File: src/rtl/misc_v_pkg.sv
// misc_v_pkg: shared widths, fetch FSM states and prefetch entry type for the MISC-V core.
// Rev 1.0
`default_nettype none

package misc_v_pkg;

  localparam int INSTR_W = 16;
  localparam int ADDR_W  = 16;
  localparam int PC_STEP = 2;

  typedef enum logic [1:0] {
    IDLE  = 2'd0,
    FETCH = 2'd1,
    HALT  = 2'd2
  } fetch_state_e;

  typedef struct packed {
    logic [ADDR_W-1:0]  pc;
    logic [INSTR_W-1:0] instr;
  } fetch_entry_t;

endpackage

`default_nettype wire

File: src/rtl/instr_fetch_unit_fifo.sv
// fetch_fifo: DEPTH-entry synchronous prefetch queue of {pc,instr} with push/pop/flush.
// Rev 1.0
`default_nettype none

module fetch_fifo
  import misc_v_pkg::*;
#(
  parameter int DEPTH = 2,
  parameter int CW    = $clog2(DEPTH) + 1
) (
  input  logic         clk,
  input  logic         rst_n,
  input  logic         push,
  input  fetch_entry_t push_data,
  input  logic         pop,
  input  logic         flush,
  output fetch_entry_t head,
  output logic [CW-1:0] count,
  output logic         empty
);

  localparam int AW = $clog2(DEPTH);

  fetch_entry_t  mem [DEPTH];
  logic [AW-1:0] wptr, rptr;
  logic          do_push, do_pop;

  // Flush wins over both ends so a redirect leaves the queue empty.
  assign do_push = push && !flush;
  assign do_pop  = pop && !flush && !empty;
  assign empty   = (count == '0);
  assign head    = mem[rptr];

  always_ff @(posedge clk or negedge rst_n) begin
    if (!rst_n) begin
      wptr  <= '0;
      rptr  <= '0;
      count <= '0;
    end else if (flush) begin
      wptr  <= '0;
      rptr  <= '0;
      count <= '0;
    end else begin
      if (do_push) wptr <= wptr + 1'b1;
      if (do_pop)  rptr <= rptr + 1'b1;
      count <= count + CW'(do_push) - CW'(do_pop);
    end
  end

  always_ff @(posedge clk) begin
    if (do_push) mem[wptr] <= push_data;
  end

  a_no_overflow: assert property (@(posedge clk) disable iff (!rst_n)
    !(do_push && !do_pop && (count == CW'(DEPTH))));

endmodule

`default_nettype wire

File: src/rtl/instr_fetch_unit.sv
// instr_fetch_unit: PC owner and in-order imem requester feeding decode via a prefetch queue.
// Rev 1.0 -- IFETCH_STALL_CNT_EN adds the stall_cnt output.
`default_nettype none

module instr_fetch_unit
  import misc_v_pkg::*;
#(
  parameter logic [15:0] RESET_PC = 16'h0000,
  parameter int          DEPTH    = 2
) (
  input  logic        clk,
  input  logic        rst_n,
  output logic        imem_req_valid,
  input  logic        imem_req_ready,
  output logic [15:0] imem_req_addr,
  input  logic        imem_rsp_valid,
  input  logic [15:0] imem_rsp_data,
  output logic        if_valid,
  input  logic        if_ready,
  output logic [15:0] if_instr,
  output logic [15:0] if_pc,
  input  logic        redirect_valid,
  input  logic [15:0] redirect_pc,
  input  logic        halt_req,
`ifdef IFETCH_STALL_CNT_EN
  output logic [31:0] stall_cnt,
`endif
  output logic        halted
);

  localparam int            CW      = $clog2(DEPTH) + 1;
  localparam logic [CW:0]   DEPTH_L = (CW+1)'(DEPTH);

  fetch_state_e      state, state_nxt;
  logic [ADDR_W-1:0] fetch_pc, rsp_pc, redirect_tgt;
  logic [CW-1:0]     outstanding, out_nxt, drop, count;
  logic              credit_ok, req_fire, drop_rsp, push, pop, empty;
  fetch_entry_t      head, push_data;
  logic              unused_bit0;

  assign unused_bit0  = redirect_pc[0];
  assign redirect_tgt = {redirect_pc[15:1], 1'b0};

  // Outstanding requests plus queued words never exceed DEPTH, so every response has a slot.
  assign credit_ok      = ({1'b0, outstanding} + {1'b0, count}) < DEPTH_L;
  assign imem_req_valid = (state == FETCH) && !halt_req && credit_ok;
  assign imem_req_addr  = fetch_pc;
  assign req_fire       = imem_req_valid && imem_req_ready;

  assign drop_rsp  = imem_rsp_valid && (redirect_valid || (drop != '0));
  assign push      = imem_rsp_valid && !drop_rsp;
  assign push_data = '{pc: rsp_pc, instr: imem_rsp_data};
  assign out_nxt   = outstanding + CW'(req_fire) - CW'(imem_rsp_valid);

  assign if_valid = !empty;
  assign if_instr = empty ? '0 : head.instr;
  assign if_pc    = empty ? '0 : head.pc;
  assign pop      = if_valid && if_ready;
  assign halted   = (state == HALT) && (outstanding == '0);

  fetch_fifo #(.DEPTH(DEPTH), .CW(CW)) u_fifo (
    .clk       (clk),
    .rst_n     (rst_n),
    .push      (push),
    .push_data (push_data),
    .pop       (pop),
    .flush     (redirect_valid),
    .head      (head),
    .count     (count),
    .empty     (empty)
  );

  always_comb begin
    state_nxt = state;
    case (state)
      IDLE:    state_nxt = FETCH;
      FETCH:   if (halt_req)  state_nxt = HALT;
      HALT:    if (!halt_req) state_nxt = FETCH;
      default: state_nxt = IDLE;
    endcase
  end

  always_ff @(posedge clk or negedge rst_n) begin
    if (!rst_n) begin
      state       <= IDLE;
      fetch_pc    <= RESET_PC;
      rsp_pc      <= RESET_PC;
      outstanding <= '0;
      drop        <= '0;
    end else begin
      state       <= state_nxt;
      outstanding <= out_nxt;
      if (redirect_valid) begin
        // Everything still in flight after this cycle belongs to the old path.
        fetch_pc <= redirect_tgt;
        rsp_pc   <= redirect_tgt;
        drop     <= out_nxt;
      end else begin
        if (req_fire)                          fetch_pc <= fetch_pc + ADDR_W'(PC_STEP);
        if (push)                              rsp_pc   <= rsp_pc + ADDR_W'(PC_STEP);
        if (imem_rsp_valid && (drop != '0))    drop     <= drop - 1'b1;
      end
    end
  end

`ifdef IFETCH_STALL_CNT_EN
  always_ff @(posedge clk or negedge rst_n) begin
    if (!rst_n) begin
      stall_cnt <= '0;
    end else if ((state == FETCH) && if_ready && !if_valid && (stall_cnt != 32'hFFFF_FFFF)) begin
      stall_cnt <= stall_cnt + 32'd1;
    end
  end
`endif

endmodule

`default_nettype wire

File: config.mk
export PLATFORM = sky130hd
export DESIGN_NAME = instr_fetch_unit
export DESIGN_NICKNAME = d
export VERILOG_FILES = /design/src/rtl/misc_v_pkg.sv /design/src/rtl/instr_fetch_unit_fifo.sv /design/src/rtl/instr_fetch_unit.sv
export SDC_FILE = /design/constraint.sdc
export NUM_CORES = 1
export LEC_CHECK = 0
export BUFFER_PORTS_ARGS = -buffer_cell sky130_fd_sc_hd__buf_2
export CORE_AREA = 2 2 85 120
export DETAILED_ROUTE_END_ITERATION = 8
export DIE_AREA = 0 0 87 122
export PLACE_DENSITY = 0.8
export SLEW_MARGIN = 30
export SYNTH_ARGS = -nofsm -noshare
export SYNTH_HDL_FRONTEND = slang
export SYNTH_HIERARCHICAL = 1
export SYNTH_SLANG_ARGS = --single-unit
File: constraint.sdc
create_clock -name clk -period 3.63 [get_ports clk]
set_input_delay 0.5445 -clock clk [delete_from_list [all_inputs] [get_ports clk]]
set_output_delay 0.5445 -clock clk [all_outputs]
set_load 0.05 [all_outputs]
* Yosys cells after proc, flatten, opt, wreduce, memory -nomap -nowiden
Memories as Yosys holds them, arrays and structs flattened. Cells that the tools add are included.
Cells by class: reductions and logical operators 26, equality and inequality tests 4, order comparisons 1, multiplexer cells 18, $add $sub $neg 10
Operators with widths (number):
- $mux W16 | 6
- $add A16 B2 Y16 const B | 2
- $reduce_bool A2 Y1 | 6
- $logic_and A1 B1 Y1 | 11
- $mux W2 | 5
- $logic_not A2 Y1 | 3
- $mux W1 | 6
- $pmux W2 S3 | 1
- $add A2 B1 Y2 | 2
- $logic_not A1 Y1 | 4
- $ne A2 B2 Y1 const B | 2
- $sub A2 B1 Y2 | 2
- $add A2 B2 Y3 | 1
- $lt A3 B2 Y1 const B | 1
- $add A1 B1 Y1 const B | 2
- $eq A2 B1 Y1 const B | 1
- $eq A2 B2 Y1 const B | 1
- $reduce_and A2 Y1 | 1
- $sub A2 B1 Y2 const B | 1
- $logic_or A1 B1 Y1 | 1
Storage, ports and cells: RAM bits 64, word-level logic and storage cells 68, memories 1, bits in registers 42, input bits 39, output and inout port bits 51
Memories:
- u_fifo.mem | words 2, width 32, read ports 1, clocked after memory_dff 0, write ports 1, RTL line instr_fetch_unit_fifo.sv:24 | fetch_entry_t mem [DEPTH];

* Logic depth before layout (Yosys ltp)
depth after elaboration 9, gate-level depth with buffers 11, mapped depth without buffers 11

* Modules after synthesis
Netlist, hierarchy kept.
By module, submodules not included:
- fetch_fifo | instances 1, cells an instance 122, area each 2563.7 µm², seq. area each 2021.9 µm²
- instr_fetch_unit | instances 1, cells an instance 247, area each 2367.3 µm², seq. area each 900.9 µm²

* Least setup slack after synthesis
OpenSTA, ideal clock, no wires.
path type input port to flip-flop, start input port redirect_valid, end memory u_fifo/mem[0][0] (netlist name) (enable), slack 625 ps, library setup time 421 ps, buffers on the path 2, data required time 3209 ps, cell stages on the path 5, data arrival time 2584 ps, path through buf_1 buf_1 nor2_1 nand2b_1 nor2_1
Between the ends: cells in the longest elaborated chain, start to end 7, elaborated cells between the ends (all ways) 8, classes of those cells mux: 2; reduce/logical: 6
Ends and longest elaborated chain:
- start: declaration | RTL line instr_fetch_unit.sv:22 | input logic redirect_valid,
- $logic_or A1 B1 Y1 | RTL line instr_fetch_unit.sv:50 | assign drop_rsp = imem_rsp_valid && (redirect_valid || (drop != '0));
- $logic_and A1 B1 Y1 | RTL line instr_fetch_unit.sv:50
- $logic_not A1 Y1 | RTL line instr_fetch_unit.sv:51 | assign push = imem_rsp_valid && !drop_rsp;
- $logic_and A1 B1 Y1 | RTL line instr_fetch_unit.sv:51
- net push | RTL line instr_fetch_unit.sv:37 | logic credit_ok, req_fire, drop_rsp, push, pop, empty;
- $logic_and A1 B1 Y1 | RTL line instr_fetch_unit_fifo.sv:29 | assign do_push = push && !flush;
- $mux W1 | RTL line instr_fetch_unit_fifo.sv:51 | if (do_push) mem[wptr] <= push_data;
- $mux W1 (not written as such) | RTL line instr_fetch_unit_fifo.sv:51
- end: declaration | RTL line instr_fetch_unit_fifo.sv:24
The timed path passes the listed nets, and every way through them passes these cells.

* Final worst setup path
start register u_fifo.count[0], end register drop[1]
Between the ends: cells in the longest elaborated chain, start to end 7
Ends and longest elaborated chain:
- start: declaration | RTL line instr_fetch_unit_fifo.sv:18 | output logic [CW-1:0] count,
- start signal: assignment | RTL line instr_fetch_unit_fifo.sv:46 | count <= count + CW'(do_push) - CW'(do_pop);
- $add A2 B2 Y3 | RTL line instr_fetch_unit.sv:45 | assign credit_ok = ({1'b0, outstanding} + {1'b0, count}) < DEPTH_L;
- $lt A3 B2 Y1 | RTL line instr_fetch_unit.sv:45
- $logic_and A1 B1 Y1 | RTL line instr_fetch_unit.sv:46 | assign imem_req_valid = (state == FETCH) && !halt_req && credit_ok;
- $logic_and A1 B1 Y1 | RTL line instr_fetch_unit.sv:48 | assign req_fire = imem_req_valid && imem_req_ready;
- $add A2 B1 Y2 | RTL line instr_fetch_unit.sv:53 | assign out_nxt = outstanding + CW'(req_fire) - CW'(imem_rsp_valid);
- $sub A2 B1 Y2 | RTL line instr_fetch_unit.sv:53
- net out_nxt[1] | RTL line instr_fetch_unit.sv:36 | logic [CW-1:0] outstanding, out_nxt, drop, count;
- $mux W2 | RTL line instr_fetch_unit.sv:93 | if (redirect_valid) begin
- end signal: assignment | RTL line instr_fetch_unit.sv:97 | drop <= out_nxt;
- end signal: assignment | RTL line instr_fetch_unit.sv:101 | if (imem_rsp_valid && (drop != '0)) drop <= drop - 1'b1;
- end: declaration | RTL line instr_fetch_unit.sv:36
The timed path passes the listed nets, and every way through them passes these cells. A chain may end at the register's enable or synchronous reset.

==> impl_metrics.py <==
metrics = {
    "logic_synthesis": {
        "ys_seq_area_share_pct": 59.3,
        "synth.distinct_cells": 48,
        "ys_seq_elements": 104,
        "synth_top_area_cell": "edfxtp_1",
        "synth.avg_cell_area_um2": 13.4,
        "netlist_instances": 369,
        "yosysWarnings": 6,
        "yosys.area.top_type_share_pct": 39.0,
        "synthTopCellsByArea": "edfxtp_1 (39%), dfrtp_1 (20%), mux2_2 (10%)",
        "synthesis.area_mm2": 0.00493,
    },
    "clocking": {
        "cts.repair.resized": 0,
        "cts_setup_buffers": 0,
        "clk_pin_slew_worst_paths_ns": 0.07,
        "cts.sinks": 104,
        "cts_hold_buf": 0,
        "numCtsBuffers": 9,
        "cts_tree": "yes",
        "clk_path_buf_depth": 2,
        "htreeDepth": 3,
        "cts_root_buffer": "clkbuf_16",
        "worstSkewPairLatency_ns": 0.33,
    },
    "grt": {
        "grt_pass1_vias": 3121,
        "grt_use_total_pct": 17.5,
        "grt_max_degree": 41,
        "antenna_found_initial": 0,
        "grt_pass1_wl_mm": 14.3,
        "grt.overflow.total": 0,
    },
    "cells_and_area": {
        "diodes": 0,
        "multi_input_area_mm2": 0.00187,
        "layout.area.seq_mm2": 0.00292,
        "syn_to_final_growth_pct": 16.7,
        "fillers": 770,
        "finalNonFillerCells": 573,
        "drive_gt1_share_pct": 34.9,
        "final_area_mm2": 0.00576,
        "final_nets": 503,
    },
    "worst_setup_path": {
        "max_stage_delay_ns": 0.50,
        "slowest_stage": "nor4_1",
        "crit_path_max_fanout": 4,
        "arrival_ns": 3.25,
        "crit_required_ns": 3.89,
        "end_kind": "flop",
        "path_cells": "and2_1, fa_1, nor4_1, nand3_1, ha_1, inv_1, ha_1, xnor2_1, xnor2_1, nand2_1, o21ai_1",
        "worstSetupPathType": "reg2reg",
        "start_kind": "flop",
    },
    "hold_path": {
        "hold_path.class": "in2async",
    },
    "drt": {
        "first_pass_iters": 5,
        "routed_wl_mm": 9.09,
        "vias_per_cell": 5.46,
        "drtIter0Drc": 105,
        "routedWlPerCell_um": 15.9,
        "num_vias": 3127,
        "route.detailed.drc": 0,
        "ant_nets": 0,
    },
    "die": {
        "rows": 43,
        "die_area_mm2": 0.0106,
        "core_area_mm2": 0.00963,
        "initial_utilization_pct": 51.2,
        "num_io_pins": 90,
        "die_x_um": 87,
        "die_h_um": 122,
    },
    "timing": {
        "fmax_mhz": 334,
        "fin_skew_ns": 0.00632,
        "hold_violations": 0,
        "post-route-period-util_pct": 82.5,
        "tightest_slew_ns": 0.920,
        "slew_viol_final": 0,
        "whs_ns": 0.171,
        "fin_crit_ns": 3.00,
        "setup_viol": 0,
        "grt_setup_unrepaired": "no",
        "setup_tns_ns": 0,
        "slew_headroom_pct": 38.5,
    },
    "place": {
        "routabilityCongestion": 0.877,
        "place_area_mm2": 0.00543,
        "dp_hpwl_mm": 6.32,
        "port_buffers": 87,
        "dp.cells": 556,
    },
    "run_status": {
        "status": "finished, final reports clean",
    },
    "power_and_ir_drop": {
        "p_per_area_mw_per_mm2": 540,
        "leakage_nw": 2.31,
        "total_power_mw": 3.11,
        "ir_drop_mv": 0.387,
    },
    "job": {
        "max-cap-violations": 0,
    },
}
-- metrics by stage --
step	setup slack, ns	util [%]
after CTS	0.637	59.6
after floorplan	0.625	-
final	0.634	59.8
after detailed placement	0.678	56.4
after global placement	0.775	56.4
after global routing	0.404	59.8
-- worst max-delay path, delay by kind of cell (launching register included) --
family,cells,cell delay [ns]
DFF,1,0.41
and+or+nand+nor,4,1.00
buffers and inverters,1,0.04
AOI/OAI and AO/OA,1,0.09
adders and majority gates,3,1.02
xor gates and xnor gates,2,0.34
-- worst paths after layout --
check                            startpoint                end  depth (start not counted)  slack, ns
hold / removal                        rst_n   imem_req_addr[3]                          1       0.17
min in group clk           imem_rsp_data[0]   u_fifo/mem[1][0]                          1       0.40
hold reg to reg                  rsp_pc[15]  u_fifo/mem[0][31]                          0       0.50
max in group asynchronous             rst_n         rsp_pc[13]                          1       3.09
setup reg to reg            u_fifo/count[0]            drop[1]                         11       0.63
setup / recovery            u_fifo/count[0]            drop[1]                         11       0.63
-- report_power, final --
part	internal, mW	leakage (nW)	switching, mW
registers	1.38	1.05	0.120
clock network	0.560	0.151	0.393
logic	0.241	1.11	0.415
total	2.18	2.31	0.928
-- layout by cell type, fill, tap and decap left out, types with 3 or more instances in the layout --
cell	count
nor4_1	9
clkbuf_16	10
xnor2_1	19
buf_4	3
inv_1	13
edfxtp_1	64
ha_1	7
nor2b_1	35
mux2_2	45
buf_2	86
nand4_1	12
nand3_1	9
clkbuf_8	3
mux2i_1	6
conb_1	3
a21oi_1	10
a211oi_1	3
xor2_1	7
nand2_1	11
nor2_1	15
dfrtp_1	40
nor3_1	6
and4_1	3
nand2b_1	4
-- cell type report --
class / count / area share, %
Sequential cell: 104 / 50.8
Multi-Input combinational cell: 237 / 32.5
Timing Repair Buffer: 90 / 8.13
Clock buffer: 14 / 5.13
Tap cell: 112 / 2.43
Inverter: 14 / 0.913
Clock inverter: 2 / 0.152
-- cells by family after synthesis --
family,count (synthesis),synth area share [%]
DFF,104,59.3
other,1,0.0760
and+or+nand+nor,121,14.5
xor gates and xnor gates,27,5.07
muxes,55,12.6
adders and majority gates,8,2.18
AOI/OAI and AO/OA,23,2.99
buffers and inverters,30,3.35
-- state kept, by name, indices dropped and copies added, names as in the netlist --
register	count
state	2
imem_req_addr	15
rsp_pc	15
u_fifo/count	2
u_fifo/rptr	1
u_fifo/mem	64
u_fifo/wptr	1
drop	2
outstanding	2
-- per-layer routing --
layer	part of all wire [%]	GRT usage, %	vias up
met5	0	0	-
met4	1.9	8.01	0
met3	3.9	2.44	16
met2	54	31.7	96
met1	40	20.2	1509
li1	-	-	1506
-- cell usage after synthesis (all sizes together) --
cell type / n
or3: 1
or2: 1
nor2: 18
o21ai: 3
a31o: 1
nor2b: 35
and3: 1
o21a: 1
xor2: 7
nand4: 12
conb: 1
or4: 1
dfrtp: 40
nor4b: 2
ha: 7
inv: 14
nand3: 9
and4: 3
mux2i: 6
mux2: 49
edfxtp: 64
nand4bb: 1
nor3: 6
nor3b: 1
o2bb2ai: 1
o311a: 2
clkbuf: 7
a21boi: 2
a21oi: 10
and2: 2
or4b: 1
nand2b: 4
nand2: 11
fa: 1
or3b: 2
buf: 9
xnor2: 19
nor4: 10
a211oi: 3
xnor3: 1
(Power assumes the default switching activity.)
